**config.mk**
```make
export PLATFORM = sky130hd
export DESIGN_NAME = glitch_sequencer
export DESIGN_NICKNAME = d
export VERILOG_FILES = /design/src/rtl/glitch_sequencer.sv
export SDC_FILE = /design/constraint.sdc
export NUM_CORES = 1
export LEC_CHECK = 0
export BUFFER_PORTS_ARGS = -buffer_cell sky130_fd_sc_hd__buf_2
export CELL_PAD_IN_SITES_DETAIL_PLACEMENT = 0
export CELL_PAD_IN_SITES_GLOBAL_PLACEMENT = 1
export CORE_MARGIN = 8
export CORE_UTILIZATION = 46
export DETAILED_ROUTE_END_ITERATION = 8
export PLACE_DENSITY = 0.88
export SYNTH_ARGS = -nofsm -noshare
export SYNTH_HDL_FRONTEND = slang
export SYNTH_SLANG_ARGS = --single-unit
```
**constraint.sdc**
```tcl
create_clock -name clk -period 5.8 [get_ports clk]
set_input_delay 0.29 -clock clk [delete_from_list [all_inputs] [get_ports clk]]
set_output_delay 0.29 -clock clk [all_outputs]
set_load 0.03 [all_outputs]
```
**src/rtl/glitch_sequencer.sv**
```systemverilog
// ---------------------------------------------------------------------------
// glitch_sequencer
//
// Generates a programmable train of glitch-enable pulses for a clock
// glitcher. The sequencer arms on a single-cycle request and then waits for
// a rising edge on the target trigger. After a programmable delay it emits
// `count` pulses of `width` cycles, with `gap` low cycles between them. It
// then signals completion for one cycle.
//
// Ports
//   clk      : system clock; all logic runs on its rising edge
//   rst      : synchronous, active-low reset
//   arm      : single-cycle request to latch the configuration and arm
//   abort    : synchronous cancel; returns to IDLE on the next edge
//   trigger  : target trigger, already synchronous to clk
//   delay    : cycles from trigger edge to first glitch    [DELAY_W]
//   width    : glitch pulse length in cycles (0 acts as 1) [PULSE_W]
//   gap      : low cycles between pulses (0 acts as 1)     [DELAY_W]
//   count    : pulses per trigger (0 acts as 1)            [PULSE_W]
//   glitch_o : registered glitch enable
//   armed_o  : registered, high while waiting for the trigger
//   busy_o   : registered, high whenever the sequencer is not idle
//   done_o   : registered one-cycle pulse on normal completion
//
// Timing model
//   Every output is a registered image of the state the FSM was in during
//   the previous cycle. Outputs therefore lag the state register by exactly
//   one edge. A trigger edge sampled at edge T produces the first glitch_o
//   high at edge T+1+delay.
//
//   abort and rst both force every output low on the very edge where they
//   are sampled, so no stale glitch or done pulse can leak out.
// ---------------------------------------------------------------------------
module glitch_sequencer #(
    parameter int DELAY_W = 16,
    parameter int PULSE_W = 8
) (
    input  logic               clk,
    input  logic               rst,
    input  logic               arm,
    input  logic               abort,
    input  logic               trigger,
    input  logic [DELAY_W-1:0] delay,
    input  logic [PULSE_W-1:0] width,
    input  logic [DELAY_W-1:0] gap,
    input  logic [PULSE_W-1:0] count,
    output logic               glitch_o,
    output logic               armed_o,
    output logic               busy_o,
    output logic               done_o
);

    typedef enum logic [2:0] {
        IDLE   = 3'd0,
        ARMED  = 3'd1,
        DELAY  = 3'd2,
        GLITCH = 3'd3,
        GAP    = 3'd4,
        DONE   = 3'd5
    } state_t;

    localparam logic [DELAY_W-1:0] D_ZERO = '0;
    localparam logic [DELAY_W-1:0] D_ONE  = DELAY_W'(1);
    localparam logic [PULSE_W-1:0] P_ZERO = '0;
    localparam logic [PULSE_W-1:0] P_ONE  = PULSE_W'(1);

    state_t state;
    state_t state_nxt;

    // Configuration captured at arm time.
    // width, gap and count are stored already normalised (0 becomes 1).
    // As a result, the counters below never need a special zero case.
    logic [DELAY_W-1:0] cfg_delay;
    logic [PULSE_W-1:0] cfg_width;
    logic [DELAY_W-1:0] cfg_gap;
    logic [PULSE_W-1:0] cfg_count;
    logic               load_cfg;

    // Down-counters.
    // delay_cnt is shared by the DELAY and GAP phases, since they never
    // overlap. Each counter stops at 1, where the phase ends, so it can
    // never wrap.
    logic [DELAY_W-1:0] delay_cnt;
    logic [DELAY_W-1:0] delay_cnt_nxt;
    logic [PULSE_W-1:0] width_cnt;
    logic [PULSE_W-1:0] width_cnt_nxt;
    logic [PULSE_W-1:0] pulse_cnt;
    logic [PULSE_W-1:0] pulse_cnt_nxt;

    // The previous-trigger copy resets to 1.
    // A trigger that is already high when the sequencer arms is then not
    // mistaken for a fresh edge.
    logic trig_q;
    logic trig_edge;

    logic glitch_d;
    logic armed_d;
    logic busy_d;
    logic done_d;

    assign trig_edge = trigger & ~trig_q;

    // State register, trigger history and output registers.
    // Outputs are registered from the current state, so they are glitch-free
    // and lag the state by one edge. Reset clears everything except the
    // trigger history, which is forced high.
    always_ff @(posedge clk) begin
        if (!rst) begin
            state    <= IDLE;
            trig_q   <= 1'b1;
            glitch_o <= 1'b0;
            armed_o  <= 1'b0;
            busy_o   <= 1'b0;
            done_o   <= 1'b0;
        end else begin
            state    <= state_nxt;
            trig_q   <= trigger;
            glitch_o <= glitch_d;
            armed_o  <= armed_d;
            busy_o   <= busy_d;
            done_o   <= done_d;
        end
    end

    // Configuration latch and counters.
    // The configuration is only captured when an arm request is accepted in
    // IDLE. Outside that moment the config inputs are ignored.
    always_ff @(posedge clk) begin
        if (!rst) begin
            cfg_delay <= D_ZERO;
            cfg_width <= P_ZERO;
            cfg_gap   <= D_ZERO;
            cfg_count <= P_ZERO;
            delay_cnt <= D_ZERO;
            width_cnt <= P_ZERO;
            pulse_cnt <= P_ZERO;
        end else begin
            if (load_cfg) begin
                cfg_delay <= delay;
                cfg_width <= (width == P_ZERO) ? P_ONE : width;
                cfg_gap   <= (gap   == D_ZERO) ? D_ONE : gap;
                cfg_count <= (count == P_ZERO) ? P_ONE : count;
            end
            delay_cnt <= delay_cnt_nxt;
            width_cnt <= width_cnt_nxt;
            pulse_cnt <= pulse_cnt_nxt;
        end
    end

    // Next-state and counter logic.
    // abort overrides everything else, including arm and trigger. Each
    // phase ends when its counter reads 1, so a load value of N gives
    // exactly N cycles in that phase.
    always_comb begin
        state_nxt     = state;
        delay_cnt_nxt = delay_cnt;
        width_cnt_nxt = width_cnt;
        pulse_cnt_nxt = pulse_cnt;
        load_cfg      = 1'b0;

        if (abort) begin
            state_nxt = IDLE;
        end else begin
            unique case (state)
                IDLE: begin
                    if (arm) begin
                        load_cfg  = 1'b1;
                        state_nxt = ARMED;
                    end
                end

                ARMED: begin
                    if (trig_edge) begin
                        pulse_cnt_nxt = cfg_count;
                        if (cfg_delay == D_ZERO) begin
                            width_cnt_nxt = cfg_width;
                            state_nxt     = GLITCH;
                        end else begin
                            delay_cnt_nxt = cfg_delay;
                            state_nxt     = DELAY;
                        end
                    end
                end

                DELAY: begin
                    if (delay_cnt == D_ONE) begin
                        width_cnt_nxt = cfg_width;
                        state_nxt     = GLITCH;
                    end else begin
                        delay_cnt_nxt = delay_cnt - D_ONE;
                    end
                end

                GLITCH: begin
                    if (width_cnt == P_ONE) begin
                        if (pulse_cnt == P_ONE) begin
                            state_nxt = DONE;
                        end else begin
                            pulse_cnt_nxt = pulse_cnt - P_ONE;
                            delay_cnt_nxt = cfg_gap;
                            state_nxt     = GAP;
                        end
                    end else begin
                        width_cnt_nxt = width_cnt - P_ONE;
                    end
                end

                GAP: begin
                    if (delay_cnt == D_ONE) begin
                        width_cnt_nxt = cfg_width;
                        state_nxt     = GLITCH;
                    end else begin
                        delay_cnt_nxt = delay_cnt - D_ONE;
                    end
                end

                DONE: begin
                    state_nxt = IDLE;
                end

                default: begin
                    state_nxt = IDLE;
                end
            endcase
        end
    end

    // Output decode.
    // Outputs are decoded from the current state. abort masks them, so all
    // outputs drop on the same edge as the return to IDLE.
    always_comb begin
        glitch_d = 1'b0;
        armed_d  = 1'b0;
        busy_d   = 1'b0;
        done_d   = 1'b0;
        if (!abort) begin
            glitch_d = (state == GLITCH);
            armed_d  = (state == ARMED);
            busy_d   = (state != IDLE);
            done_d   = (state == DONE);
        end
    end

endmodule

```
==> results of run 1 <==
-- sequential cells by signal, summed over array words and instances, names as in the netlist, 3 cells and up --
name / flops
cfg_width: 8
cfg_gap: 16
cfg_count: 8
state: 3
width_cnt: 8
delay_cnt: 16
pulse_cnt: 8
cfg_delay: 16
-- metal layers --
| metal | vias to the layer above | GRT usage (%) | routed length, microns |
|---|---|---|---|
| met5 | - | 0 | 0 |
| met4 | 0 | 5.77 | 137 |
| met3 | 12 | 3.46 | 520 |
| met2 | 107 | 27.4 | 5170 |
| met1 | 1928 | 25.1 | 5570 |
| li1 | 2066 | - | - |
-- Yosys cell counts, types with 2 or more instances --
cell / number / area (sq um)
a211oi_1: 4 / 30.0
a21oi_1: 85 / 425
a221oi_1: 5 / 43.8
a22o_1: 3 / 26.3
a22oi_1: 5 / 37.5
a31oi_1: 3 / 18.8
a32o_1: 2 / 20.0
buf_2: 4 / 20.0
buf_6: 3 / 33.8
clkbuf_1: 26 / 97.6
dfxtp_1: 88 / 1760
ha_1: 6 / 75.1
inv_1: 10 / 37.5
mux2i_1: 11 / 110
nand2_1: 125 / 469
nand2b_1: 9 / 56.3
nand3_1: 9 / 45.0
nand3b_1: 2 / 15.0
nor2_1: 30 / 113
nor2b_1: 4 / 25.0
nor3_1: 15 / 75.1
nor3_2: 2 / 20.0
nor3b_1: 7 / 52.6
nor4_1: 13 / 81.3
o211ai_1: 5 / 37.5
o21ai_0: 22 / 110
o21ai_1: 6 / 30.0
o221a_1: 2 / 22.5
o22ai_1: 8 / 50.1
o31ai_1: 5 / 37.5
o32ai_1: 3 / 26.3
o41ai_1: 2 / 17.5
or3_1: 4 / 25.0
-- logic make-up after synthesis --
group / after synthesis / share of synthesized area (%)
xor gates and xnor gates: 2 / 0.403
DFF: 88 / 40.5
adders and majority gates: 6 / 1.73
and+or+nand+nor: 233 / 25.7
AOI/OAI and AO/OA: 172 / 24.4
buffers and inverters: 46 / 4.69
muxes: 11 / 2.53
-- critical path: stages, from the launching register on --
cell and delay, ns:
dfxtp_1 0.72, nand3b_2 0.64, nor3b_1 0.63, a211oi_4 0.15
o21ai_4 0.32, a21oi_1 0.11, o221a_1 0.29
-- path summary, 6_finish.rpt --
kind	end	slack, ns	cells past startpoint
max reg2reg	delay_cnt[4]	2.82	6
min	cfg_delay[12]	0.16	3
min reg2reg	cfg_gap[2]	0.46	2
max	delay_cnt[4]	2.82	6
-- per-stage QoR --
step | instances | utilization, % | total power (W) | hold WS [ns]
3_3_place_gp | 694 | 50.4 | 0.000769 | 0.442
2_1_floorplan | 558 | - | 0.000726 | 0.363
6_report | 710 | 52.6 | 0.00118 | 0.160
5_1_grt | 710 | 52.6 | 0.00123 | 0.163
4_1_cts | 710 | 52.6 | 0.00119 | 0.150
3_5_place_dp | 694 | 50.4 | 0.000771 | 0.449
-- cells in the final DEF, fill, tap and decap left out, drive strengths merged, types with 4 or more instances in the layout --
master and instances:
o22ai 8, nor2b 4, a22oi 5, mux2i 11, nand2 125, o31ai 5
clkbuf 9, o21ai 29, o211ai 5, nor4 15, ha 6, nor2 30
o32ai 4, dfxtp 88, a21oi 86, inv 12, buf 60, nor3 17
a211oi 5, a221oi 5, clkinv 5, nor3b 8, nand2b 9, nand3 9
or3 5
-- final cells by class --
class                      count  area [sq um]  area share (%)
inverter                      11          41.3           0.854
multi-input combinational    424          2390            49.4
tap                          111           139            2.87
clock inverter                 7          71.3            1.48
sequential                    88          1760            36.4
clock buffer                   9           124            2.56
timing repair buffer          60           310            6.42
-- power by group through the flow --
stage               Combinational, W  Clock, W  Sequential, W
finish                      0.000119  0.000426       0.000639
global route                0.000135  0.000459       0.000641
CTS                         0.000119  0.000436       0.000639
detailed placement          0.000119         0       0.000653
global placement            0.000117         0       0.000652
floorplan                  0.0000785         0       0.000647
==> flow_summary.ini, run 1 <==
[run_status]
status = complete, no violations

[final_layout]
synthToLayoutAreaGrowth_pct = 11.2
diodes = 0
fin_area_sq_um = 4830
fin_nets = 653
drive_gt1_share_pct = 15.4
num-fill-cells = 941

[synthesis]
ys_ff_latch = 88
synth_nets = 617
syn-cell-area_sq_um = 4350
ys_types = 63
synth_edf_count = 0
synthCells = 558
synthFlopType = dfxtp_1
yosysSeqAreaShare_pct = 40.5
yosys_warnings = 0
ys_async_sr_fraction_pct = 0
synth.avg_cell_area_sq_um = 7.79

[power]
vdd_drop_max_v = 0.000127
p_comb_share_pct = 10.1
cellPowerDensity_nw_per_um2 = 245
switchingPower_w = 0.000314
p_clk_share_pct = 36.0
power.leakage_nw = 1.78
swShare_pct = 26.5
p_int_w = 0.000870
power_frac_seq_pct = 54.0

[floorplan]
fp.dieArea_sq_um = 12800
start_util_pct = 47.3
rows = 35
ios = 57
die_h_microns = 113
die_x_microns = 113
core_region_area_sq_um = 9200

[global_route]
grt_max_degree = 52
grt_use_total_pct = 18.1
grt_pass1_vias = 3940
antenna_found_initial = 0
gr-total-overflow = 0
grt_pass1_wl_mm = 19.1

[clocking]
cts_tree = done
cts_buffer_depth = 2
cts_resized = 0
htree_levels = 3
cts_setup_buffers = 0
hold_buffers = 0
clkLatencyLatePin_ns = 0.36
cts.clk_slew.worst_paths_ns = 0.09
cts_sinks = 88
cts_made_buffers = 9
clock-root-buffer = clkbuf_8

[min_path]
hp-class = in -> reg
min_from = delay[12]

[route]
vias_per_cell = 5.79
drtIter0Drc = 339
routed_wl_mm = 11.4
wl_per_cell_microns = 16.0
drc = 0
via_count = 4113
drtPass1Iterations = 5
ant_nets = 0

[setup_path]
cp-end-kind = flop
worst-path-max-fanout = 36
crit_required_ns = 6.05
reg2reg_from = state[1]
critical_path_arrival_ns = 3.22
startpoint = state[1]
worst_setup_path_start_kind = flop
crit_type = reg -> reg

[place]
io_buffers = 56
dp_slack_ns = 2.85
post-dp-hpwl_mm = 8.02
gp_congestion = 0.840
postPlaceCellArea_sq_um = 4640

[job]
cap_violations = 0

[timing]
period_share_pct = 51.3
min_period_ns = 2.98
relSlewSlack_pct = 40.2
fin_worst_skew_ns = 0.0146
hold_violations = 0
setup_violations = 0
fmax_ghz = 0.336
report.final.slew_viol_count = 0
tightestPinTransition_ns = 0.892
rsz0062_at_grt = false
setup_slack_ns = 2.82
setup-tns-final_ns = 0
No activity file was read; power rests on OpenSTA's default activity.
==> inputs of run 2 (changes only) <==
--- a/config.mk
+++ b/config.mk
@@ -5,13 +5,14 @@
 export SDC_FILE = /design/constraint.sdc
 export NUM_CORES = 1
 export LEC_CHECK = 0
+export ABC_AREA = 1
 export BUFFER_PORTS_ARGS = -buffer_cell sky130_fd_sc_hd__buf_2
 export CELL_PAD_IN_SITES_DETAIL_PLACEMENT = 0
 export CELL_PAD_IN_SITES_GLOBAL_PLACEMENT = 1
 export CORE_MARGIN = 8
-export CORE_UTILIZATION = 46
+export CORE_UTILIZATION = 41
 export DETAILED_ROUTE_END_ITERATION = 8
-export PLACE_DENSITY = 0.88
+export PLACE_DENSITY = 0.83
 export SYNTH_ARGS = -nofsm -noshare
 export SYNTH_HDL_FRONTEND = slang
 export SYNTH_SLANG_ARGS = --single-unit
==> constraint.sdc (replaced) <==
create_clock -name clk -period 2.9 [get_ports clk]
set_input_delay 0.145 -clock clk [delete_from_list [all_inputs] [get_ports clk]]
set_output_delay 0.145 -clock clk [all_outputs]
set_load 0.03 [all_outputs]
==> run 2 against run 1 <==
Via count rose by 12%; maximum frequency rose by 43%; clock power rose to 2.8 times the previous value; worst setup slack got worse by 2.0 ns; total power rose to 2.7 times the previous value; critical path depth rose by 1; first-iteration DRC count fell by 16%; core utilization fell by 5.4 points; wire length rose by 9.9%; sequential power rose by 110%; critical path type unchanged; highest routed layer unchanged.
==> flow_summary.ini, run 2 <==
[synthesis]
synth_commonest_cells = nor2_1, nand2_1, dfxtp_1
synthXorXnorAreaFrac_pct = 0.372
synth.avg_cell_area_sq_um = 6.34
synth_nets = 802
synthAdderAreaFrac_pct = 1.59
yosys.area.top_type_share_pct = 37.4
synthCells = 743
yosys_warnings = 0
synth_mux_area_share_pct = 0
ys_async_sr_fraction_pct = 0
yosys.area_share.simple_pct = 41.7
synth_area_leaders = dfxtp_1, nor2_1, nand2_1
synthFlopType = dfxtp_1
ys_ff_latch = 88
synth_top_family_by_area = simple AND/OR/NAND/NOR gates
synth_top_cell_by_area = dfxtp_1
synth.most_common_cell = nor2_1
syn-cell-area_sq_um = 4710
synth-compound-area-share_pct = 10.9
yosysSeqAreaShare_pct = 37.4
ys_types = 33
synth_edf_count = 0

[power]
power.leakage_nw = 2.61
vdd_drop_max_v = 0.000328
cellPowerDensity_nw_per_um2 = 604
fin_total_pwr_w = 0.00323

[setup_path]
slowest_delay_ns = 0.62
worst_path_most_repeated_cell = nor2_1
worst_setup_path_start_kind = flop
cp-end-kind = flop
worst-path-max-fanout = 24
critical_path_arrival_ns = 2.33
crit_type = reg -> reg
crit_required_ns = 3.14
crit_chain = nand3_4 -> inv_2 -> nor2_4 -> a22oi_1 -> nand2_1 -> nor2_1 -> nor2_1
critPathSlowestCell = dfxtp_1

[clocking]
clkLatencyLatePin_ns = 0.35
cts_buffer_depth = 2
clock-root-buffer = clkbuf_16
htree_levels = 3
cts_tree = done
cts_sinks = 88
cts_setup_buffers = 0
cts.clk_slew.worst_paths_ns = 0.06
cts_made_buffers = 9

[floorplan]
die_x_microns = 123
ios = 57
start_util_pct = 41.6
die_h_microns = 123
rows = 39
fp.dieArea_sq_um = 15200
core_region_area_sq_um = 11300

[route]
ant_nets = 0
drc = 0
wl_met3_microns = 557
drtIter0Drc = 286
drtPass1Iterations = 5
vias_per_cell = 4.96
wl_per_cell_microns = 13.4
highest_layer = met4
via_count = 4627
met1_length_mm = 6.08
routed-wl-met2_mm = 5.70
routed_wl_mm = 12.5

[final_layout]
fin_nets = 844
num-fill-cells = 1235
fin_cells = 933
final_common_cell = nor2_1
synthToLayoutAreaGrowth_pct = 13.4
final_cell_mix = nor2_1, nand2_1, dfxtp_1
diodes = 0
reg_top3 = cfg_delay: 16 flops, cfg_gap: 16 flops, delay_cnt: 16 flops
drive_gt1_share_pct = 12.9

[place]
io_buffers = 56
place_inst = 916
gp_congestion = 0.838
post-dp-hpwl_mm = 9.07

[run_status]
status = complete, no violations

[timing]
relSlewSlack_pct = 45.3
period_share_pct = 72.0
setup_violations = 0
setup-tns-final_ns = 0
rsz0062_at_grt = false
hold_violations = 0
fin_worst_skew_ns = 0.00762
min_period_ns = 2.09
report.final.slew_viol_count = 0
tightestPinTransition_ns = 0.820
fmax_ghz = 0.479

[global_route]
antenna_found_initial = 0
grt_pass1_vias = 4418
grt_use_total_pct = 17.4
gr-total-overflow = 0
grt_max_degree = 80
grt_pass1_wl_mm = 21.3

[job]
cap_violations = 0

[min_path]
hp-class = in -> reg
==> run 2: changes by cell type after synthesis, sizes merged, moves of 36 or more <==
cell	change
nand2	+36
a21oi	-76
nor2	+193
inv	+45
nand3	+47
o21ai	+50
==> run 2: final cells by class <==
class,instances,area (sq um),area share (%)
Clock inverter,3,40.0,0.750
Sequential cell,88,1760,33.0
Timing Repair Buffer,60,313,5.86
Inverter,57,214,4.01
Tap cell,143,179,3.35
Clock buffer,13,260,4.87
Multi-Input combinational cell,569,2570,48.2
==> run 2: worst max-delay path: cells and delay by family, from the launching register on <==
family,cells,cell delay [ns]
buf+inv,1,0.32
compound gates,1,0.30
simple gates,5,0.73
flops,1,0.62
==> run 2: worst paths after layout <==
check	from	to	slack, ns	depth (start not counted)
worst min-delay path	delay[13]	cfg_delay[13]	0.02	3
worst min register to register	cfg_width[7]	cfg_width[7]	0.46	2
worst max register to register	state[1]	delay_cnt[14]	0.81	7
worst max-delay path	state[1]	delay_cnt[14]	0.81	7
==> run 2: repair_timing <==
| item | in CTS | in global routing |
|---|---|---|
| hold buffers | 1 | 0 |
| gates resized for setup | 0 | 0 |
| setup endpoints to repair | 0 | 0 |
| hold endpoints to repair | 1 | 0 |
==> run 2: routing by layer <==
| metal | vias up | track usage [%] |
|---|---|---|
| li1 | 2457 | - |
| met4 | 0 | 7.15 |
| met2 | 96 | 27.0 |
| met3 | 12 | 3.15 |
| met1 | 2062 | 23.4 |
| met5 | - | 0 |
==> run 2: cell families (layout without fill, tap and decap cells) <==
logic type | after synthesis | in the layout
AOI/OAI and AO/OA | 98 | 98
xor gates and xnor gates | 2 | 2
adders and majority gates | 6 | 6
buffers and inverters | 86 | 133
DFF | 88 | 88
and+or+nand+nor | 463 | 463
==> run 2: where the power goes <==
group          internal (W)  switching (W)  total [W]
registers           0.00130      0.0000720    0.00137
logic              0.000229       0.000434   0.000663
clock network      0.000713       0.000479    0.00119
total               0.00224       0.000985    0.00323
==> run 2: through the flow <==
step           hold WS (ns)  utilization [%]  cell area, sq um  setup WS, ns
2_1_floorplan         0.252                -              4710          1.40
3_3_place_gp          0.351             44.4              5030         0.852
3_5_place_dp          0.356             44.4              5030         0.800
6_report             0.0187             47.2              5340         0.813
4_1_cts              0.0117             47.2              5340         0.787
5_1_grt              0.0252             47.2              5340         0.539
==> inputs of run 3 (changes only) <==
==> constraint.sdc (replaced) <==
create_clock -name clk -period 2.1 [get_ports clk]
set_input_delay 0.105 -clock clk [delete_from_list [all_inputs] [get_ports clk]]
set_output_delay 0.105 -clock clk [all_outputs]
set_load 0.03 [all_outputs]
==> run 3 against run 2 <==
Flip-flop and latch count did not move; final cell count up 2.7%; hold slack worse by 0.010 ns; die area did not move; core utilization rose by 2.7 points; via count up 2.9%; sequential share of layout area decreased by 1.8 points; clock-buffer cell count down 3; combinational power up 45%; sequential power up 38%; largest cell class unchanged.
==> flow_summary.ini, run 3 (synthesis results as in run 2) <==
[timing]
rsz0062_at_grt = false
setup-tns-final_ns = 0
fin_worst_skew_ns = 0.00800
setup_violations = 0
tightestPinTransition_ns = 0.515
report.final.slew_viol_count = 0
fmax_ghz = 0.558
relSlewSlack_pct = 65.5
min_period_ns = 1.79
hold_violations = 0
period_share_pct = 85.3

[power]
swShare_pct = 28.8
p_comb_share_pct = 19.7
power_frac_seq_pct = 38.8
vdd_drop_max_v = 0.000502
switchingPower_w = 0.00140
cellPowerDensity_nw_per_um2 = 863
p_int_w = 0.00347
power.leakage_nw = 2.76
p_clk_share_pct = 41.5

[final_layout]
seq_area_sq_um = 1760
multiInputGateArea_sq_um = 2570
final_common_cell = nor2_1
fin_area_sq_um = 5640
fin_util_pct = 49.8
synthToLayoutAreaGrowth_pct = 19.8
num-fill-cells = 1156
fin_nets = 869
drive_gt1_share_pct = 13.9
reg_top3 = cfg_delay: 16 flops, cfg_gap: 16 flops, delay_cnt: 16 flops
diodes = 0
fin_cells = 958
final_cell_mix = nor2_1, nand2_1, dfxtp_1

[floorplan]
fp.dieArea_sq_um = 15200
die_h_microns = 123
ios = 57
core_region_area_sq_um = 11300
rows = 39
die_x_microns = 123
start_util_pct = 41.6

[clocking]
cts.clk_slew.worst_paths_ns = 0.07
cts_tree = done
clock-root-buffer = clkbuf_16
cts_buffer_depth = 2
cts_made_buffers = 9
htree_levels = 3
clkLatencyLatePin_ns = 0.34
cts_sinks = 88
cts_resized = 0

[global_route]
grt_pass1_wl_mm = 21.8
grt_max_degree = 47
grt_use_total_pct = 17.8
grt_pass1_vias = 4665
antenna_found_initial = 0
gr-total-overflow = 0

[place]
postPlaceCellArea_sq_um = 5100
place_inst = 925
gp_congestion = 0.916
io_buffers = 56
post-dp-hpwl_mm = 9.48

[route]
wl_per_cell_microns = 13.5
drtPass1Iterations = 5
ant_nets = 0
drc = 0
routed_wl_mm = 13.0
drtIter0Drc = 318
vias_per_cell = 4.97
via_count = 4762

[setup_path]
cp-end-kind = flop
worst_path_most_repeated_cell = nor2_1
worst-path-max-fanout = 13
worst_setup_path_start_kind = flop
critPathSlowestCell = dfxtp_1
crit_chain = buf_4 -> nand3_4 -> inv_2 -> nor2_4 -> a22oi_1 -> nand2_1 -> nor2_1 -> nor2_1
crit_required_ns = 2.34
critical_path_arrival_ns = 2.03
cp_top_family = simple AND/OR/NAND/NOR gates
crit_type = reg -> reg
worst-r2r-setup-slack_ns = 0.31
slowest_delay_ns = 0.48
crit_buf_inv = 2

[job]
cap_violations = 0

[min_path]
hp-class = in -> reg

[run_status]
status = complete, no violations
==> run 3: worst reg2reg max path: cells and delay by family, from the launching register on <==
| kind | cells | cell delay [ns] |
|---|---|---|
| and+or+nand+nor | 5 | 0.52 |
| buffers and inverters | 2 | 0.37 |
| DFF | 1 | 0.48 |
| AOI/OAI and AO/OA | 1 | 0.33 |
==> run 3: layout make-up <==
type,count,share of cell area [%]
clock inverter,6,2.44
clock buffer,10,4.24
inverter,57,3.79
tap,143,3.17
multi-input combinational,569,45.6
sequential,88,31.2
timing repair buffer,85,9.58
==> run 3: power groups by stage <==
stage          Sequential [W]  Clock (W)  Combinational, W
2_1_floorplan         0.00190          0          0.000708
3_3_place_gp          0.00192          0          0.000919
3_5_place_dp          0.00192          0          0.000931
4_1_cts               0.00189    0.00205          0.000963
5_1_grt               0.00190    0.00212           0.00111
6_report              0.00189    0.00202          0.000960
==> run 3: repair_timing <==
item | CTS | global route
hold endpoints to repair | 17 | 0
buffers inserted | 0 | 0
hold buffers | 17 | 0
==> run 3: through the flow <==
step	worst slack (ns)	hold WS (ns)	total power (W)
2_1_floorplan	0.603	0.212	0.00261
3_3_place_gp	0.418	0.311	0.00284
3_5_place_dp	0.364	0.319	0.00286
4_1_cts	0.317	0.000295	0.00490
5_1_grt	0.110	0.00723	0.00513
6_report	0.309	0.00829	0.00487
==> run 3: worst paths after layout <==
path | end | startpoint | cells past startpoint
max | delay_cnt[10] | state[1] | 8
min | cfg_gap[9] | gap[9] | 3
max reg2reg | delay_cnt[10] | state[1] | 8
min reg2reg | pulse_cnt[1] | pulse_cnt[1] | 2
==> run 3: routing by layer <==
layer	track usage [%]	up-vias	part of all wire [%]	routed length [microns]
li1	-	2501	-	-
met1	23.3	2158	48	6270
met2	29.4	88	47	6050
met3	3.24	15	3.8	494
met4	5.19	0	1.3	163
met5	0	-	0	0
